==> config.mk <==
export PLATFORM = sky130hd
export DESIGN_NAME = mdu_issue_ctrl
export DESIGN_NICKNAME = d
export VERILOG_FILES = /design/src/rtl/mdu_issue_ctrl.sv
export SDC_FILE = /design/constraint.sdc
export NUM_CORES = 1
export LEC_CHECK = 0
export ABC_CLOCK_PERIOD_IN_PS = 4600
export CORE_AREA = 2 2 39 41
export DETAILED_ROUTE_END_ITERATION = 6
export DIE_AREA = 0 0 41 43
export PLACE_DENSITY = 0.76
export SLEW_MARGIN = 0
export SYNTH_ARGS = -nofsm -noshare
export SYNTH_HDL_FRONTEND = slang
export SYNTH_SLANG_ARGS = --single-unit
==> constraint.sdc <==
create_clock -name i_clk -period 4.6 [get_ports i_clk]
set_input_delay 1.15 -clock i_clk [delete_from_list [all_inputs] [get_ports i_clk]]
set_output_delay 1.15 -clock i_clk [all_outputs]
set_load 0.1 [all_outputs]
==> src/rtl/mdu_issue_ctrl.sv <==
// Issue/hazard controller for the E-stage multiply/divide unit: qualifies starts
// and HI/LO moves against flushes, times the MDU run and drives the D-stage stall.
module mdu_issue_ctrl #(
  parameter int OP_W        = 5,
  parameter int MULT_CYCLES = 5,
  parameter int DIV_CYCLES  = 10,
  parameter logic [OP_W-1:0] MDU_MULT  = OP_W'(1),
  parameter logic [OP_W-1:0] MDU_MULTU = OP_W'(2),
  parameter logic [OP_W-1:0] MDU_DIV   = OP_W'(3),
  parameter logic [OP_W-1:0] MDU_DIVU  = OP_W'(4),
  parameter logic [OP_W-1:0] MDU_MFHI  = OP_W'(5),
  parameter logic [OP_W-1:0] MDU_MFLO  = OP_W'(6),
  parameter logic [OP_W-1:0] MDU_MTHI  = OP_W'(7),
  parameter logic [OP_W-1:0] MDU_MTLO  = OP_W'(8)
) (
  input  logic            i_clk,
  input  logic            i_reset_n,
  input  logic            i_Req,
  input  logic            i_D_isMdu,
  input  logic [OP_W-1:0] i_E_mduOp,
  input  logic            i_E_start,
  output logic            o_start,
  output logic            o_hiWe,
  output logic            o_loWe,
  output logic            o_busy,
  output logic            o_stall,
  output logic            o_commit,
  output logic [1:0]      o_state,
  output logic            o_err
);

  localparam int MAX_CYC = (DIV_CYCLES > MULT_CYCLES) ? DIV_CYCLES : MULT_CYCLES;
  localparam int CNT_W   = $clog2(MAX_CYC + 1);
  localparam logic [CNT_W-1:0] MULT_CNT = CNT_W'(MULT_CYCLES);
  localparam logic [CNT_W-1:0] DIV_CNT  = CNT_W'(DIV_CYCLES);
  localparam logic [CNT_W-1:0] CNT_ONE  = CNT_W'(1);
  localparam logic [CNT_W-1:0] CNT_ZERO = CNT_W'(0);

  typedef enum logic [1:0] {
    ST_IDLE = 2'd0,
    ST_MUL  = 2'd1,
    ST_DIV  = 2'd2,
    ST_BAD  = 2'd3
  } state_t;

  state_t           r_state;
  logic [CNT_W-1:0] r_cnt;
  logic             r_err;

  logic w_isMul;
  logic w_isDiv;
  logic w_idle;
  logic w_running;
  logic w_start;
  logic w_misuse;

  assign w_isMul   = (i_E_mduOp == MDU_MULT) | (i_E_mduOp == MDU_MULTU);
  assign w_isDiv   = (i_E_mduOp == MDU_DIV)  | (i_E_mduOp == MDU_DIVU);
  assign w_idle    = (r_state == ST_IDLE);
  assign w_running = (r_state == ST_MUL) | (r_state == ST_DIV);
  assign w_start   = i_E_start & ~i_Req & w_idle & (w_isMul | w_isDiv);
  // A start request that arrives while the unit is not idle is dropped and flagged.
  assign w_misuse  = i_E_start & (w_isMul | w_isDiv) & ~w_idle;

  assign o_start  = w_start;
  assign o_hiWe   = (i_E_mduOp == MDU_MTHI) & ~i_Req & w_idle;
  assign o_loWe   = (i_E_mduOp == MDU_MTLO) & ~i_Req & w_idle;
  assign o_busy   = w_start | ~w_idle;
  assign o_stall  = i_D_isMdu & o_busy;
  assign o_commit = w_running & (r_cnt == CNT_ONE);
  assign o_state  = r_state;
  assign o_err    = r_err;

  // Run-latency FSM, countdown counter and sticky misuse flag.
  always_ff @(posedge i_clk or negedge i_reset_n) begin
    if (!i_reset_n) begin
      r_state <= ST_IDLE;
      r_cnt   <= CNT_ZERO;
      r_err   <= 1'b0;
    end else begin
      if (w_misuse) begin
        r_err <= 1'b1;
      end else begin
        r_err <= r_err;
      end
      case (r_state)
        ST_IDLE: begin
          if (w_start && w_isMul) begin
            r_state <= ST_MUL;
            r_cnt   <= MULT_CNT;
          end else if (w_start) begin
            r_state <= ST_DIV;
            r_cnt   <= DIV_CNT;
          end else begin
            r_state <= ST_IDLE;
            r_cnt   <= CNT_ZERO;
          end
        end
        ST_MUL, ST_DIV: begin
          // cnt==0 cannot occur while running; treating it as done avoids a lockup.
          if (r_cnt <= CNT_ONE) begin
            r_state <= ST_IDLE;
            r_cnt   <= CNT_ZERO;
          end else begin
            r_state <= r_state;
            r_cnt   <= r_cnt - CNT_ONE;
          end
        end
        default: begin
          r_state <= ST_IDLE;
          r_cnt   <= CNT_ZERO;
        end
      endcase
    end
  end

endmodule
# Yosys cells after proc, flatten, opt, wreduce, memory -nomap -nowiden
# Index checks and enable logic that the tools add are counted.
dict set report totals {
  ff_bits 7
  output_inout_bits 9
  word_cells 44
}
dict set report classes {
  add_sub_neg 1
  n_lt_le_gt_ge 1
  n_eq_ne 10
  muxes 8
  n_bitwise 18
  reduce_logical 3
}
# op count
set ops {}
lappend ops {{4-bit two-way mux} 3}
lappend ops {{1-bit AND} 11}
lappend ops {{5-bit by 2-bit == test with 1-bit output (second input constant)} 2}
lappend ops {{5-bit by 3-bit == test with 1-bit output (second input constant)} 2}
lappend ops {{4-bit one-hot mux with 2 select lines} 1}
lappend ops {{2-bit two-way mux} 3}
lappend ops {{5-bit by 1-bit == test with 1-bit output (second input constant)} 1}
lappend ops {{5-bit by 4-bit == test with 1-bit output (second input constant)} 1}
lappend ops {{1-bit bitwise OR} 5}
lappend ops {{4-bit by 1-bit == test with 1-bit output (second input constant)} 1}
lappend ops {{4-bit by 1-bit <= comparator with 1-bit output (second input constant)} 1}
lappend ops {{2-bit one-hot mux with 2 select lines} 1}
lappend ops {{4-bit by 1-bit subtractor with 4-bit output (second input constant)} 1}
lappend ops {{2-bit by 1-bit == test with 1-bit output (second input constant)} 1}
lappend ops {{2-bit == test (second input constant)} 1}
lappend ops {{2-bit logical NOT} 1}
lappend ops {{2-bit != test (second input constant)} 1}
lappend ops {{1-bit inverter} 2}
lappend ops {{2-bit OR reduction} 1}
lappend ops {{1-bit logical AND} 1}

# Longest topological paths before layout
dict set report logic_depth {
  depth_word 7
  ltp_mapped 5
}

# Worst setup path after synthesis
# OpenSTA, ideal clock, no wires.
dict set report synth_timing {
  kind {input -> output}
  start {input port i_E_mduOp[4]}
  end {output port o_stall}
  arrival_ps 5764
  slack_ps -2314
  cell_stages 3
  path_buffers 0
  path_cell_list {or3b_4 o41ai_1 and2_1}
}
dict set report synth_between {
  elab_chain_len 6
  elab_cells_between_ends 10
  classes_between {eq/ne (4); bitwise (6)}
}
# element line_no
set synth_lines {}
lappend synth_lines {{start: declaration} 20} ;# input logic [OP_W-1:0] i_E_mduOp,
lappend synth_lines {{5-bit by 1-bit == test with 1-bit output, or another cell as far along} 57} ;# assign w_isMul = (i_E_mduOp == MDU_MULT) | (i_E_mduOp == MDU_MULTU);
lappend synth_lines {{1-bit bitwise OR (on tied branches)} {57, 58}}
lappend synth_lines {{1-bit bitwise OR *} 61} ;# assign w_start = i_E_start & ~i_Req & w_idle & (w_isMul | w_isDiv);
lappend synth_lines {{1-bit AND *} 61}
lappend synth_lines {{1-bit bitwise OR *} 68} ;# assign o_busy = w_start | ~w_idle;
lappend synth_lines {{via o_busy} 25} ;# output logic o_busy,
lappend synth_lines {{1-bit AND *} 69} ;# assign o_stall = i_D_isMdu & o_busy;
lappend synth_lines {{end: declaration} 26} ;# output logic o_stall,
# The timed path passes the listed nets; every way through them passes the cells marked *.

# Final worst setup path
dict set report layout_timing {
  start {input port i_E_mduOp[4]}
  end {output port o_start}
}
dict set report layout_between {
  elab_chain_len 4
  elab_cells_between_ends 8
  classes_between {eq/ne (4); bitwise (4)}
}
# element line_no
set layout_lines {}
lappend layout_lines {{5-bit by 1-bit == test with 1-bit output, or another cell as far along} 57}
lappend layout_lines {{1-bit bitwise OR (on tied branches)} {57, 58}}
lappend layout_lines {{1-bit bitwise OR *} 61}
lappend layout_lines {{1-bit AND *} 61}
lappend layout_lines {{end: declaration} 22} ;# output logic o_start,
# Mark *: on every way between the ends. The rest lies on a longest branch, timed or not.

==> results_dict.tcl <==
set metrics [dict create \
    run_status "finished, final reports clean" \
    reg2reg_setup_slack_ns 2.80 \
    clk_latency_ns 0.25 \
    reg2reg_depth 5 \
    post-route-period-util 0.8984 \
    cts_tree "yes" \
    synthTopCellsByCount "dfrtp_1 (7), inv_1 (5), a21oi_1 (4), ha_1 (4), nor2_1 (4)" \
    cp_slowest_stage_delay_ns 0.51 \
    use_met2 0.2375 \
    synth_edf_count 0 \
    yosysMostFrequentCell "dfrtp_1" \
    fin_area_um2 792.0 \
    synth_flop_cell "dfrtp_1" \
    synth_cells 55 \
    rows 14 \
    die_h_um 43 \
    whs_ns 0.4819 \
    htree_levels 1 \
    grt_pass1_vias 462 \
    postCtsSetupRepairBufs 0 \
    dpl_worst_slack_ns 0.4892 \
    antenna_found_initial 0 \
    cap_violations 0 \
    critPathSlowestCell "or3_2" \
    cp_cell_sequence "clkdlybuf4s50_1, or3b_4, or3_2, nor2_1, buf_12" \
    gp_congestion 0.7054 \
    met1_usage 0.1683 \
    drt_iter0_drc 3 \
    io_pins 19 \
    postSynthAreaPerCell_um2 9.327 \
    fin_skew_ns 0.002149 \
    timing.rr.end "r_cnt[2]" \
    viasPerCell 5.359 \
    cp_num_buf_inv 2 \
    core_area_um2 1384 \
    area_growth_pct 54.39 \
    ant_nets 0 \
    n_antenna_cell 0 \
    hp-class "reg2reg" \
    power_mw 0.1678 \
    end_kind "output port" \
    start_util 0.3707 \
    leakage_nw 0.3338 \
    r2r_start "o_state[0]" \
    finalSetupViolCount 0 \
    startpoint "i_E_mduOp[4]" \
    drive_gt1_frac 0.2237 \
    crit_arrival_ns 2.98 \
    firstDrtPassIters 2 \
    irDropWorstVdd_mv 0.1001 \
    ys_warn_count 0 \
    final_nets 91 \
    avgRoutedWirePerCell_um 11.73 \
    place_area_um2 765.7 \
    tns_ns 0 \
    cts_buffer_depth 2 \
    final_hold_viol_count 0 \
    min_period_ns 4.133 \
    cp.depth 5 \
    postLayoutCoreUtil 0.5723 \
    p_per_area_nw_per_um2 211.8 \
    cp_max_fo 4 \
    ys_seq_area_frac 0.3415 \
    cp_top_family "simple AND/OR/NAND/NOR gates" \
    worst_pin_slew_ns 0.9696 \
    routed_wl_um 1079 \
    grt_pass1_wl_um 1780 \
    relSlewSlack 0.3516 \
    num_vias 493 \
    gr-max-usage-layer "met2" \
    crit_required_ns 3.45 \
    min-delay-start "o_err" \
    cp-start-kind "input pin" \
    crit_type "in2out" \
    synth_area_um2 513.0 \
    endpoint "o_start" \
    dieArea_um2 1763 \
    remaining_drc_errors 0 \
    grt_usage 0.1518 \
    cts_buffers 3 \
    rsz0062_at_grt "false" \
    cts_hold_buf 0 \
    cts.sinks 7 \
    fmax_ghz 0.2420 \
    place_hpwl_um 908.6 \
    grt_max_degree 8 \
    instances_no_fill 92 \
    synth_top_area_frac 0.3415 \
    use_met3 0.02618 \
    cts.repair.resized 0 \
    grt-ovfl-total 0 \
    maxSlewViolCount 0 \
    dpl.cell_count 88 \
    yosys.cell_types.count 31 \
    port_buffers 18 \
    syn_nets 69 \
    async_flop_share 1.000 \
    clk_pin_slew_worst_paths_ns 0.05 \
    root_buffer "clkbuf_4" \
    die_w_um 41 \
    synth.top_cells.by_area "dfrtp_1 (34%), ha_1 (9.8%), o211ai_1 (4.4%), a21oi_1 (3.9%), mux2i_1 (3.9%)" \
    setup_ws_ns 0.4675 \
    ys_seq_elements 7 \
    synth_area_leader_cell "dfrtp_1" \
]
## registers in the layout, summed over array words and instances, names as in the netlist
signal   flops
o_state      2
r_cnt        4
o_err        1
## cell usage in the layout (no fill, tap or decap), types with 2 or more instances in the layout
master	instances
a21oi_1	4
o211ai_1	3
buf_12	4
ha_1	4
clkdlybuf4s50_1	13
clkbuf_4	3
mux2i_1	2
inv_1	5
nor2_1	4
dfrtp_1	7
## kinds of logic after synthesis
group	synth area share
AO/OA/AOI/OAI	0.1903
XOR/XNOR	0.03415
adder cells (fa/ha/maj)	0.09756
buffers and inverters	0.04390
flip-flops	0.3415
multiplexers	0.03903
AND/OR/NAND/NOR	0.2537
## power breakdown
group | internal (mW) | switching (mW)
registers | 0.0636 | 0.00123
logic | 0.0184 | 0.0295
clock network | 0.0331 | 0.0220
## layer usage
layer	share of wire	vias up	wire length, um
met4	0.019	0	20
met2	0.52	19	565
met5	0	-	0
li1	-	244	-
met1	0.40	226	428
met3	0.061	4	66
## layout make-up
cell class	instances	area, um^2
sequential	7	175.2
multi-input combinational	42	334.1
tap	16	20.02
inverter	5	18.77
clock buffer	4	26.28
fill	128	591.8
timing repair buffer	18	217.7
## worst min-delay path by stage
stage / endpoint / cells after the start
final: o_err / 1
after global routing: o_err / 1
after global placement: o_err / 1
after floorplan: r_cnt[0] / 3
after detailed placement: o_err / 1
after CTS: o_err / 1
(Power assumes the default switching activity.)
